### src/rtl/periph_bus_master.sv
// Command-driven master for a simple strobed peripheral bus: single write, single read,
// and poll-until-mask-hit with an attempt limit, each answered by one response beat.
module periph_bus_master #(
  parameter int RD_LATENCY = 1,
  parameter int POLL_MAX   = 255
) (
  input  logic        clk,
  input  logic        reset,
  input  logic        cmd_valid,
  output logic        cmd_ready,
  input  logic [1:0]  cmd_op,
  input  logic [4:0]  cmd_addr,
  input  logic [15:0] cmd_wdata,
  input  logic [31:0] cmd_mask,
  output logic        rsp_valid,
  input  logic        rsp_ready,
  output logic [31:0] rsp_rdata,
  output logic        rsp_err,
  output logic        p_cs,
  output logic        p_rd,
  output logic        p_wr,
  output logic [4:0]  p_addr,
  output logic [15:0] p_wdata,
  input  logic [31:0] p_rdata
);

  localparam logic [1:0]  OP_WR      = 2'b00;
  localparam logic [1:0]  OP_RD      = 2'b01;
  localparam logic [1:0]  OP_RSV     = 2'b11;
  localparam logic [1:0]  LAT_W      = 2'(RD_LATENCY);
  localparam logic [15:0] POLL_MAX_W = 16'(POLL_MAX);

  typedef enum logic [2:0] {
    S_IDLE,
    S_STROBE,
    S_WAIT,
    S_CHECK,
    S_RESP
  } state_t;

  state_t      r_state;
  logic        r_cmd_ready;
  logic        r_rsp_valid;
  logic        r_rsp_err;
  logic [31:0] r_rsp_rdata;
  logic        r_cs;
  logic        r_rd;
  logic        r_wr;
  logic [4:0]  r_addr;
  logic [15:0] r_wdata;
  logic [1:0]  r_op;
  logic [31:0] r_mask;
  logic [31:0] r_cap;
  logic [15:0] r_attempt;
  logic [1:0]  r_wcnt;
  logic        w_hit;

  function automatic logic poll_hit(input logic [31:0] data, input logic [31:0] mask);
    return |(data & mask);
  endfunction

  assign w_hit = poll_hit(r_cap, r_mask);

  always_ff @(posedge clk) begin
    if (reset) begin
      r_state     <= S_IDLE;
      r_cmd_ready <= 1'b1;
      r_rsp_valid <= 1'b0;
      r_rsp_err   <= 1'b0;
      r_rsp_rdata <= 32'd0;
      r_cs        <= 1'b0;
      r_rd        <= 1'b0;
      r_wr        <= 1'b0;
      r_addr      <= 5'd0;
      r_wdata     <= 16'd0;
      r_op        <= OP_WR;
      r_attempt   <= 16'd0;
      r_wcnt      <= 2'd0;
    end else begin
      case (r_state)
        S_IDLE: begin
          if (cmd_valid && r_cmd_ready) begin
            r_op        <= cmd_op;
            r_addr      <= cmd_addr;
            r_wdata     <= cmd_wdata;
            r_mask      <= cmd_mask;
            r_attempt   <= 16'd1;
            r_cmd_ready <= 1'b0;
            if (cmd_op == OP_RSV) begin
              r_state     <= S_RESP;
              r_rsp_valid <= 1'b1;
              r_rsp_err   <= 1'b1;
              r_rsp_rdata <= 32'd0;
            end else begin
              r_state <= S_STROBE;
              r_cs    <= 1'b1;
              r_wr    <= (cmd_op == OP_WR);
              r_rd    <= (cmd_op != OP_WR);
            end
          end
        end

        S_STROBE: begin
          r_cs <= 1'b0;
          r_rd <= 1'b0;
          r_wr <= 1'b0;
          if (r_op == OP_WR) begin
            r_state     <= S_RESP;
            r_rsp_valid <= 1'b1;
            r_rsp_err   <= 1'b0;
            r_rsp_rdata <= 32'd0;
          end else begin
            r_state <= S_WAIT;
            r_wcnt  <= 2'd1;
          end
        end

        // p_rdata is valid during the last WAIT cycle; sample it on that edge.
        S_WAIT: begin
          if (r_wcnt == LAT_W) begin
            if (r_op == OP_RD) begin
              r_state     <= S_RESP;
              r_rsp_valid <= 1'b1;
              r_rsp_err   <= 1'b0;
              r_rsp_rdata <= p_rdata;
            end else begin
              r_state <= S_CHECK;
              r_cap   <= p_rdata;
            end
          end else begin
            r_wcnt <= r_wcnt + 2'd1;
          end
        end

        S_CHECK: begin
          if (w_hit) begin
            r_state     <= S_RESP;
            r_rsp_valid <= 1'b1;
            r_rsp_err   <= 1'b0;
            r_rsp_rdata <= r_cap;
          end else if (r_attempt == POLL_MAX_W) begin
            r_state     <= S_RESP;
            r_rsp_valid <= 1'b1;
            r_rsp_err   <= 1'b1;
            r_rsp_rdata <= r_cap;
          end else begin
            r_attempt <= r_attempt + 16'd1;
            r_state   <= S_STROBE;
            r_cs      <= 1'b1;
            r_rd      <= 1'b1;
          end
        end

        // cmd_ready rises only after the handshake edge, so no same-edge re-accept.
        S_RESP: begin
          if (rsp_ready) begin
            r_state     <= S_IDLE;
            r_rsp_valid <= 1'b0;
            r_cmd_ready <= 1'b1;
          end
        end

        default: begin
          r_state     <= S_IDLE;
          r_cmd_ready <= 1'b1;
          r_rsp_valid <= 1'b0;
          r_cs        <= 1'b0;
          r_rd        <= 1'b0;
          r_wr        <= 1'b0;
        end
      endcase
    end
  end

  assign cmd_ready = r_cmd_ready;
  assign rsp_valid = r_rsp_valid;
  assign rsp_err   = r_rsp_err;
  assign rsp_rdata = r_rsp_rdata;
  assign p_cs      = r_cs;
  assign p_rd      = r_rd;
  assign p_wr      = r_wr;
  assign p_addr    = r_addr;
  assign p_wdata   = r_wdata;

endmodule

### config.mk
export PLATFORM = sky130hd
export DESIGN_NAME = periph_bus_master
export DESIGN_NICKNAME = d
export VERILOG_FILES = /design/src/rtl/periph_bus_master.sv
export SDC_FILE = /design/constraint.sdc
export NUM_CORES = 1
export LEC_CHECK = 0
export ABC_CLOCK_PERIOD_IN_PS = 5750
export BUFFER_PORTS_ARGS = -buffer_cell sky130_fd_sc_hd__buf_2
export CAP_MARGIN = 20
export CORE_MARGIN = 5
export CORE_UTILIZATION = 30
export CTS_CLUSTER_SIZE = 8
export DETAILED_ROUTE_END_ITERATION = 12
export PLACE_DENSITY = 0.55
export SETUP_SLACK_MARGIN = 0.2
export SLEW_MARGIN = 20
export SYNTH_ARGS = -nofsm -noshare
export SYNTH_HDL_FRONTEND = slang
export SYNTH_SLANG_ARGS = --single-unit
### constraint.sdc
create_clock -name clk -period 5.75 [get_ports clk]
set_clock_uncertainty 0.1 [all_clocks]
set_input_delay 0.8625 -clock clk [delete_from_list [all_inputs] [get_ports clk]]
set_output_delay 0.8625 -clock clk [all_outputs]
set_load 0.1 [all_outputs]
### Word-level counts from Yosys, hierarchy flattened

Index checks and enable logic that the tools add are counted.

* muxes and demuxes: 52
* reduce and logical (&&, ||, !) cells: 23
* multiply operators: 0
* bitwise logic cells: 6
* div/mod/pow operators: 0
* $add $sub $neg: 2
* magnitude comparators: 0
* equality and inequality tests: 20
* shifts and indexed selects: 0

Operators with widths (count)
* $mux W32: 7
* $pmux W32 S4: 1
* $mux W16: 3
* $and A32 B32 Y32: 1
* $pmux W16 S2: 1
* $reduce_or A32 Y1: 1
* $mux W3: 8
* $mux W1: 22
* $ne A2 B2 Y1 const B: 11
* $add A16 B1 Y16 const B: 1
* $eq A16 B8 Y1 const B: 1
* $pmux W3 S5: 1
* $reduce_and A3 Y1: 5
* $reduce_and A7 Y1: 2
* $pmux W1 S3: 3
* $reduce_and A4 Y1: 2
* $eq A3 B2 Y1 const B: 2
* $reduce_bool A2 Y1: 3
* $reduce_or A3 Y1: 2
* $not A1 Y1: 5
* $pmux W1 S5: 1
* $reduce_and A5 Y1: 1
* $eq A2 B1 Y1 const B: 2
* $logic_not A2 Y1: 2
* other kinds (14): 15

* register bits: 146
* input bits: 91
* word-level logic and storage cells: 118
* RAM bits: 0
* bits in latches: 0
* ROM bits: 0
* output and inout bits: 59
* memories kept: 0

### Logic depth before layout (Yosys ltp)

Gate-level depths: netlist of run 1.

* depth after elaboration: 4
* depth in mapped cells: 11

### Worst setup path after synthesis of run 1

OpenSTA, ideal clock, no wires.

* kind: register to register
* from: register r_state[1]
* to: register r_cap[0] (enable)
* path buffers: 3
* data required time: 5.182 ns
* data arrival time: 3.733 ns
* clock period less this slack: 4.300 ns
* stages on the path, launching flop included: 8
* path slack: 1.450 ns
* path through: dfxtp_1 buf_4 nor2b_4 and2_1 clkbuf_1 clkbuf_1 o21ai_0 nor3b_1

* cells in the longest elaborated chain, start to end: 2

RTL lines
* from (decl): line 41 `state_t r_state;`
* from (signal assigned): line 66 `r_state <= S_IDLE;`
* from (signal assigned): line 90 `r_state <= S_RESP;`
* from (signal assigned): line 95 `r_state <= S_STROBE;`
* $eq A3 B2 Y1: line 80 `case (r_state)`
* $reduce_and A4 Y1 (no line)
* to (signal assigned): line 128 `r_cap <= p_rdata;`
* to (decl): line 53 `logic [31:0] r_cap;`

Every way passes these cells.
A chain may end at the register's enable or synchronous reset.

### Final worst setup path of run 1

* from: register r_state[2]
* to: register r_rsp_err, in the netlist rsp_err

* cells in the longest elaborated chain, start to end: 3

RTL lines
* $eq A3 B2 Y1 (tied with other cells): line 80
* $ne A3 B3 Y1 (no line) (tied with other cells)
* $reduce_and A7 Y1 (no line)
* to (signal assigned): line 69 `r_rsp_err <= 1'b0;`
* to (signal assigned): line 92 `r_rsp_err <= 1'b1;`
* to (signal assigned): line 110 `r_rsp_err <= 1'b0;`
* to (decl): line 44 `logic r_rsp_err;`

Several ways; a longest one is shown, not always the timed one.

==> results of run 1 <==
state kept, by name (all words and copies together) (netlist names):
signal / cells
p_addr: 5
cmd_ready: 1
r_wcnt: 2
p_rd: 1
r_mask: 32
r_op: 2
p_cs: 1
rsp_valid: 1
rsp_rdata: 32
p_wdata: 16
r_cap: 32
r_attempt: 16
p_wr: 1
r_state: 3
rsp_err: 1
cells in the final DEF (no fill, tap or decap), types with 3 or more instances in the layout:
cell type,Yosys,routed
a211oi_1,3,3
a211oi_2,30,30
a21oi_1,78,78
a22oi_1,48,48
and2_1,5,4
and3_1,4,4
buf_2,6,148
buf_4,5,10
clkbuf_16,0,17
clkinv_1,0,3
clkinv_2,0,3
dfxtp_1,82,82
edfxtp_1,64,64
inv_1,7,7
inv_6,0,3
nand2_1,69,69
nand3_1,4,4
nand4_1,10,10
nor2_1,15,14
nor3_2,3,3
nor4_1,3,3
o21ai_0,11,11
o31ai_1,6,6
or3_1,7,7
or4_1,8,8
xor2_1,3,3
cell type report:
type / instances / area, um^2
Inverter: 7 / 26.3
Clock inverter: 14 / 136
Timing Repair Buffer: 158 / 816
Tap cell: 265 / 332
Multi-Input combinational cell: 332 / 2130
Clock buffer: 18 / 429
Fill cell: 1989 / 12000
Sequential cell: 146 / 3560
power breakdown:
group	total, mW	switching (mW)	internal (mW)
Clock	1.06	0.428	0.636
Combinational	2.53	2.06	0.474
Sequential	1.50	0.165	1.34
metrics by stage:
step	instance area (um^2)	hold slack [ns]	cells	power, mW	worst slack, ns
after floorplan	5910	0.348	525	3.62	1.45
after global placement	6870	0.340	908	4.02	2.44
after detailed placement	6870	0.347	908	4.07	2.33
after CTS	7440	0.356	940	5.15	2.31
after global routing	7440	0.377	940	5.34	2.05
final	7440	0.352	940	5.09	2.32
worst reg2reg max path: cells and delay by family (launching register included):
kind / cells / cell delay (ns)
buf+inv: 2 / 0.65
compound gates: 2 / 0.46
flops: 1 / 0.62
simple gates: 4 / 1.44
cells by family after synthesis:
| logic type | Yosys count | synth area share (%) |
|---|---|---|
| flops | 146 | 60.3 |
| simple gates | 137 | 11.5 |
| compound gates | 189 | 23.4 |
| fa+ha+maj | 2 | 0.424 |
| buf+inv | 47 | 3.81 |
| xor+xnor | 4 | 0.593 |
layer usage:
metal / track usage [%] / vias up / routed length (um) / share of wire, %
met5: 0 / - / 0 / 0
met4: 4.99 / 0 / 229 / 1.4
met3: 4.18 / 14 / 838 / 5.0
met2: 25.0 / 107 / 8350 / 49
met1: 19.4 / 2266 / 7500 / 44
li1: - / 2250 / - / -
worst min path at each step:
stage / to / depth (start not counted)
after detailed placement: p_wdata[15]$_SDFFE_PP0P_ / 2
after global placement: p_wdata[14]$_SDFFE_PP0P_ / 2
after floorplan: r_attempt[5]$_SDFFE_PP0P_ / 2
after CTS: p_wdata[14]$_SDFFE_PP0P_ / 2
final: p_wdata[7]$_SDFFE_PP0P_ / 2
after global routing: p_wdata[7]$_SDFFE_PP0P_ / 2
==> flow_metrics.tcl, run 1 <==
set metrics [dict create \
    wl_mm 16.9 \
    synth_fp_nets 618 \
    fmax_mhz 292 \
    r2r-start "r_state[2]$_SDFFE_PP0P_" \
    grt_max_degree 43 \
    async_flop_share_pct 0 \
    rsz0062_at_grt "false" \
    power.density_nw_per_um2 685 \
    synth_common_cells "dfxtp_1, a21oi_1, nand2_1, edfxtp_1, a22oi_1" \
    yosys.area.top_type "edfxtp_1" \
    final_max_slew_viol_count 0 \
    synth_edf_count 64 \
    hp-start "p_wdata[7]$_SDFFE_PP0P_" \
    critPathTopFamily "simple AND/OR/NAND/NOR gates" \
    cts_resized 0 \
    core-area_um2 19400 \
    drcViolationCount 0 \
    crit_type "flop to flop" \
    ios 150 \
    drt_iter0_markers 368 \
    portBuffers 149 \
    slew_headroom_pct 36.5 \
    cp.arrival_ns 3.57 \
    cp_num_buf_inv 2 \
    power_leakage_nw 2.73 \
    avgSynthCellArea_um2 11.3 \
    viasPerCell 4.93 \
    cts_sinks 146 \
    die_x_um 150 \
    yosysWarnings 0 \
    yosysSeqAreaShare_pct 60.3 \
    cts_made_buffers 17 \
    worstPathRequired_ns 5.89 \
    tritoncts "done" \
    crit_cells 8 \
    startpoint_type "flop" \
    synth.area.top_cells "edfxtp_1, dfxtp_1, a21oi_1" \
    dieArea_um2 22600 \
    overflow 0 \
    post_cts_buffers 0 \
    finalCritPeriodShare_pct 59.7 \
    status "completed" \
    cp_max_fo 37 \
    ir_worst_vdd_mv 0.313 \
    cts-root-buf "clkbuf_16" \
    wl_per_cell_um 18.0 \
    synth.distinct_cells 46 \
    cts_buffer_depth 2 \
    layout_min_cycle_time_ns 3.43 \
    grt_pass1_vias 4938 \
    start_util_pct 30.5 \
    clkTransAtPathRegs_ns 0.06 \
    synth_flop_cell "dfxtp_1" \
    maxCapViolations 0 \
    hold_class "flop to flop" \
    worst-r2r-setup-slack_ns 2.32 \
    setup_viol 0 \
    drt_first_pass_iters 4 \
    ys_ff_latch 146 \
    cts-htree-levels 4 \
    vias 4637 \
    place_congestion 0.828 \
    worstSkewPairLatency_ns 0.42 \
    r2r_end "rsp_err$_SDFFE_PP0P_" \
    die_h_um 150 \
    tightestPinTransition_ns 0.951 \
    syn2layout_area_growth_pct 25.9 \
    worstPathCellList "nor2b_4 > and2_1 > buf_4 > and2_1 > a32oi_4 > buf_4 > and2_2 > a311oi_1" \
    grt_use_total_pct 15.2 \
    holdBufCountCts 0 \
    finalSetupTns_ns 0 \
    dp_hpwl_mm 11.9 \
    rows 51 \
    r2r.worst_path.cells 8 \
    critPathMaxStageDelay_ns 0.85 \
    cp-endpoint "rsp_err$_SDFFE_PP0P_" \
    grt_pass1_wl_mm 26.7 \
    syn-cell-area_um2 5910 \
    antenna_found_initial 0 \
    diodes 0 \
    critPathCaptureType "flop" \
    fin_util_pct 38.3 \
    yosysMostFrequentCell "dfxtp_1" \
    yosysTopAreaCellShare_pct 32.5 \
    slowest_stage "and2_2" \
    final_net_count 755 \
    ant_nets 0 \
    critPathLaunch "r_state[2]$_SDFFE_PP0P_" \
    syn_inst 525 \
    hold_viol 0 \
    drive_above_1_share_pct 33.6 \
]
Note: power is estimated with default switching activity, not from simulation.
==> inputs of run 2 (changes only) <==
- ABC_CLOCK_PERIOD_IN_PS: 5750 -> 3100
- PLACE_DENSITY: 0.55 -> 0.57
- clock period: 5.75 -> 3.1 ns (I/O delays scaled with it)
==> flow_metrics.tcl, run 2 (same netlist as run 1, synthesis figures left out) <==
set metrics [dict create \
    busiest_layer "met2" \
    slowest_stage "dfxtp_1" \
    antenna_found_initial 2 \
    post_cts_buffers 0 \
    clkTransAtPathRegs_ns 0.07 \
    cts_sinks 146 \
    final_net_count 759 \
    fillers 1923 \
    regArea_um2 3560 \
    ir_worst_vdd_mv 0.759 \
    place_congestion 0.805 \
    drcViolationCount 0 \
    drt_iter0_markers 353 \
    ant_nets 0 \
    rows 51 \
    final_common_cell "buf_2" \
    power.density_nw_per_um2 1290 \
    cts_made_buffers 17 \
    dp_hpwl_mm 11.8 \
    grt_max_degree 42 \
    slew_headroom_pct 49.1 \
    ios 150 \
    crit_type "flop to flop" \
    cts-root-buf "clkbuf_16" \
    critPathCaptureType "flop" \
    maxCapViolations 0 \
    startpoint_type "flop" \
    cp.arrival_ns 2.87 \
    syn2layout_area_growth_pct 28.0 \
    drt_first_pass_iters 6 \
    layout_common_cells "buf_2, dfxtp_1, a21oi_1" \
    status "completed" \
    tritoncts "done" \
    cp_common_cell "and2_1" \
    wl_mm 16.8 \
    wl_per_cell_um 17.8 \
    viasPerCell 4.99 \
    rsz0062_at_grt "false" \
    core-area_um2 19400 \
    power_leakage_nw 2.80 \
    cts-htree-levels 4 \
    cts_buffer_depth 2 \
    portBuffers 149 \
    grt_use_total_pct 15.2 \
    layout_min_cycle_time_ns 2.63 \
    drive_above_1_share_pct 34.5 \
    die_x_um 150 \
    critPathTopFamily "simple AND/OR/NAND/NOR gates" \
    use_met3_pct 5.00 \
    finalSetupTns_ns 0 \
    cp_max_fo 19 \
    setup_viol 0 \
    p_total_mw 9.74 \
    grt_pass1_vias 4927 \
    start_util_pct 30.5 \
    cp_num_buf_inv 0 \
    grt_pass1_wl_mm 26.5 \
    critPathMaxStageDelay_ns 0.63 \
    dieArea_um2 22600 \
    worstSkewPairLatency_ns 0.42 \
    vias 4719 \
    gr-usage-met2_pct 24.4 \
    final_max_slew_viol_count 0 \
    finalCritPeriodShare_pct 84.7 \
    multi_input_area_um2 2140 \
    hold_class "primary input to flop" \
    gr-usage-met1_pct 19.0 \
    hold_viol 0 \
    tightestPinTransition_ns 0.761 \
    holdBufCountCts 0 \
    worstPathRequired_ns 3.34 \
    fmax_mhz 381 \
    overflow 0 \
    die_h_um 150 \
    worstPathCellList "nor2b_4 > and2_1 > and2_1 > a31oi_2 > or4_1 > a21oi_1" \
]
==> run 2: cell types whose count changed in the layout (fill, tap and decap cells not counted), sizes merged <==
cell / before / now
diode: 0 / 2
bufinv: 2 / 4
clkinvlp: 2 / 0
clkbuf: 18 / 20
buf: 158 / 162
clkinv: 7 / 5
==> run 2: cell type report <==
| class | instances | share of cell area (%) |
|---|---|---|
| sequential | 146 | 47.1 |
| clock inverter | 12 | 2.35 |
| clock buffer | 20 | 6.04 |
| tap | 265 | 4.38 |
| inverter | 7 | 0.347 |
| antenna | 2 | 0.0662 |
| multi-input combinational | 332 | 28.3 |
| timing repair buffer | 162 | 11.4 |
==> run 2: worst register-to-register path, delay by kind of cell (launching register included) <==
family          cells  cell delay, ns
compound gates      2            0.50
simple gates        4            1.33
flops               1            0.63
==> run 2: worst paths after layout <==
kind / start / slack (ns) / end / depth (start not counted)
max reg2reg: r_state[1]$_SDFFE_PP0P_ / 0.47 / r_attempt[14]$_SDFFE_PP0P_ / 6
max: r_state[1]$_SDFFE_PP0P_ / 0.47 / r_attempt[14]$_SDFFE_PP0P_ / 6
min reg2reg: p_addr[0]$_SDFFE_PP0P_ / 0.36 / p_addr[0]$_SDFFE_PP0P_ / 2
min: cmd_mask[13] / 0.12 / r_mask[13]$_DFFE_PP_ / 1
==> run 2: per-layer routing <==
metal  part of all wire (%)  wire (um)
met1                     43       7260
met2                     48       8120
met3                    6.6       1120
met4                    2.0        343
met5                      0          0
==> run 2: power breakdown <==
part           internal, mW  total (mW)  switching, mW  leakage, nW
Clock                  1.40        2.21          0.814        0.313
Sequential             2.47        2.76          0.289         1.25
Combinational         0.902        4.77           3.87         1.24
Total                  4.77        9.74           4.97         2.80
==> run 2: stage by stage <==
stage / util [%] / instance area [um^2] / instances / setup WS, ns / hold WS [ns]
2_1_floorplan: - / 5930 / 525 / 0.306 / 0.348
3_3_place_gp: 35.7 / 6920 / 912 / 0.413 / 0.342
3_5_place_dp: 35.7 / 6920 / 912 / 0.283 / 0.348
4_1_cts: 39.0 / 7560 / 944 / 0.268 / 0.0991
5_1_grt: 39.0 / 7560 / 946 / 0.251 / 0.0977
6_report: 39.0 / 7560 / 946 / 0.474 / 0.117
==> run 2: timing repair <==
| item | CTS | global route |
|---|---|---|
| resized for setup | 0 | 1 |
| endpoints found under the setup margin | 0 | 26 |
| hold endpoints to repair | 0 | 0 |
==> inputs of run 3 (changes only) <==
- ABC_CLOCK_PERIOD_IN_PS: 3100 -> 2300
- clock period: 3.1 -> 2.3 ns (I/O delays scaled with it)
==> flow_metrics.tcl, run 3 (same netlist as run 1, synthesis figures left out) <==
set metrics [dict create \
    syn2layout_area_growth_pct 44.7 \
    status "finished, violations left" \
    violations "negative setup slack" \
    p_int_mw 6.83 \
    core-area_um2 19400 \
    die_x_um 150 \
    antenna_found_initial 0 \
    vias 5099 \
    worstPathRequired_ns 2.53 \
    pwr-share-comb_pct 52.3 \
    rows 51 \
    maxCapViolations 0 \
    cts_sinks 146 \
    busiest_layer "met2" \
    use_met3_pct 4.46 \
    dp_hpwl_mm 12.6 \
    die_h_um 150 \
    layout_common_cells "buf_2, dfxtp_1, nand2_1" \
    drt_first_pass_iters 5 \
    start_util_pct 30.5 \
    setup_ws_ns -0.00456 \
    place_ws_ns 0.00724 \
    drive_above_1_share_pct 40.1 \
    p_clk_share_pct 20.9 \
    crit_type "flop to flop" \
    r2r_end "rsp_err$_SDFFE_PP0P_" \
    worstSkewPairLatency_ns 0.43 \
    viasPerCell 5.00 \
    rsz0062_at_grt "true" \
    drt_iter0_markers 350 \
    gr-usage-met2_pct 25.9 \
    setup_viol 3 \
    dieArea_um2 22600 \
    clkTransAtPathRegs_ns 0.07 \
    cp_max_fo 13 \
    ir_worst_vdd_mv 0.979 \
    sw_frac_of_total_pct 50.6 \
    cp.arrival_ns 2.54 \
    layout_min_cycle_time_ns 2.30 \
    ant_nets 0 \
    power_leakage_nw 3.20 \
    gr-usage-met1_pct 20.6 \
    cts-htree-levels 4 \
    r2r-start "r_cap[8]$_DFFE_PP_" \
    hold_viol 0 \
    startpoint_type "flop" \
    finalCritPeriodShare_pct 100 \
    final_max_slew_viol_count 0 \
    p_sw_mw 6.99 \
    fin_util_pct 44.1 \
    p_total_mw 13.8 \
    worst-r2r-setup-slack_ns -0.005 \
    power.density_nw_per_um2 1620 \
    grt_pass1_wl_mm 27.7 \
    cts_made_buffers 17 \
    critPathCaptureType "flop" \
    hold_class "primary input to flop" \
    fmax_mhz 434 \
    grt_max_degree 42 \
    grt_pass1_vias 5167 \
    portBuffers 149 \
    tightestPinTransition_ns 0.651 \
    final_common_cell "buf_2" \
    seq_power_share_pct 26.8 \
    overflow 0 \
    wl_per_cell_um 18.0 \
    tritoncts "done" \
    cts_buffer_depth 2 \
    diodes 0 \
    slew_headroom_pct 56.6 \
    drcViolationCount 0 \
    cts-root-buf "clkbuf_16" \
    place_congestion 0.849 \
    r2r.worst_path.cells 8 \
    grt_use_total_pct 16.0 \
    wl_mm 18.3 \
    cp-endpoint "rsp_err$_SDFFE_PP0P_" \
    final_net_count 834 \
    ios 150 \
    critPathLaunch "r_cap[8]$_DFFE_PP_" \
]
==> run 3: cell types whose count changed in the layout (fill, tap and decap cells not counted), sizes merged <==
cell / before / now
a31oi: 2 / 3
inv: 10 / 12
dlygate4sd3: 0 / 45
clkinvlp: 0 / 1
clkbuf: 20 / 21
bufinv: 4 / 3
clkinv: 5 / 3
buf: 162 / 190
diode: 2 / 0
==> run 3: metal layers <==
metal | vias up | part of all wire, %
met5 | - | 0
met4 | 0 | 1.6
met3 | 22 | 6.0
met2 | 162 | 49
met1 | 2491 | 43
li1 | 2424 | -
==> run 3: worst max-delay path: stages, from the launching register on <==
cell and delay [ns]:
edfxtp_1 0.49, a22oi_2 0.19, nand4_1 0.23, nor3_4 0.30
buf_6 0.17, a32oi_4 0.15, and2_4 0.23, buf_12 0.16
a311oi_2 0.18
==> run 3: power by group through the flow <==
stage,Combinational [mW],Sequential [mW],Clock [mW]
2_1_floorplan,2.17,6.98,0
3_3_place_gp,6.69,3.74,0
3_5_place_dp,6.82,3.74,0
4_1_cts,7.01,3.70,2.96
5_1_grt,7.57,3.78,3.09
6_report,7.23,3.71,2.89
==> run 3: repair_timing <==
item	CTS	global route
setup buffers	3	8
hold endpoints to repair	42	3
hold buffers	42	3
pin swaps	9	26
gates cloned	0	2
gates resized for setup	18	30
endpoints found under the setup margin	70	54
==> run 3: worst min-delay path by stage <==
stage	to	startpoint	depth (start not counted)	slack, ns
after global placement	p_addr[2]$_SDFFE_PP0P_	p_addr[2]$_SDFFE_PP0P_	2	0.34
after global routing	r_cap[14]$_DFFE_PP_	p_rdata[14]	1	0.0004
after CTS	r_cap[30]$_DFFE_PP_	p_rdata[30]	1	0.0005
after detailed placement	p_addr[1]$_SDFFE_PP0P_	p_addr[1]$_SDFFE_PP0P_	2	0.35
after floorplan	r_cap[0]$_DFFE_PP_	p_rdata[0]	0	0.34
final	r_cap[30]$_DFFE_PP_	p_rdata[30]	1	0.02
==> run 3: per-stage QoR <==
stage	cell area, um^2	hold slack [ns]	setup TNS (ns)	cells
floorplan	6000	0.344	-4.83	525
global placement	7150	0.341	0	929
detailed placement	7150	0.345	0	929
CTS	8300	0.000478	-0.0181	1006
global route	8550	0.000398	-3.05	1019
finish	8550	0.0174	-0.00886	1019
==> run 3: final cells by class <==
cell class / count / area, um^2
Inverter: 7 / 26.3
Multi-Input combinational cell: 333 / 2380
Timing Repair Buffer: 236 / 1630
Clock buffer: 20 / 447
Tap cell: 265 / 332
Clock inverter: 12 / 170
Fill cell: 1824 / 10800
Sequential cell: 146 / 3570
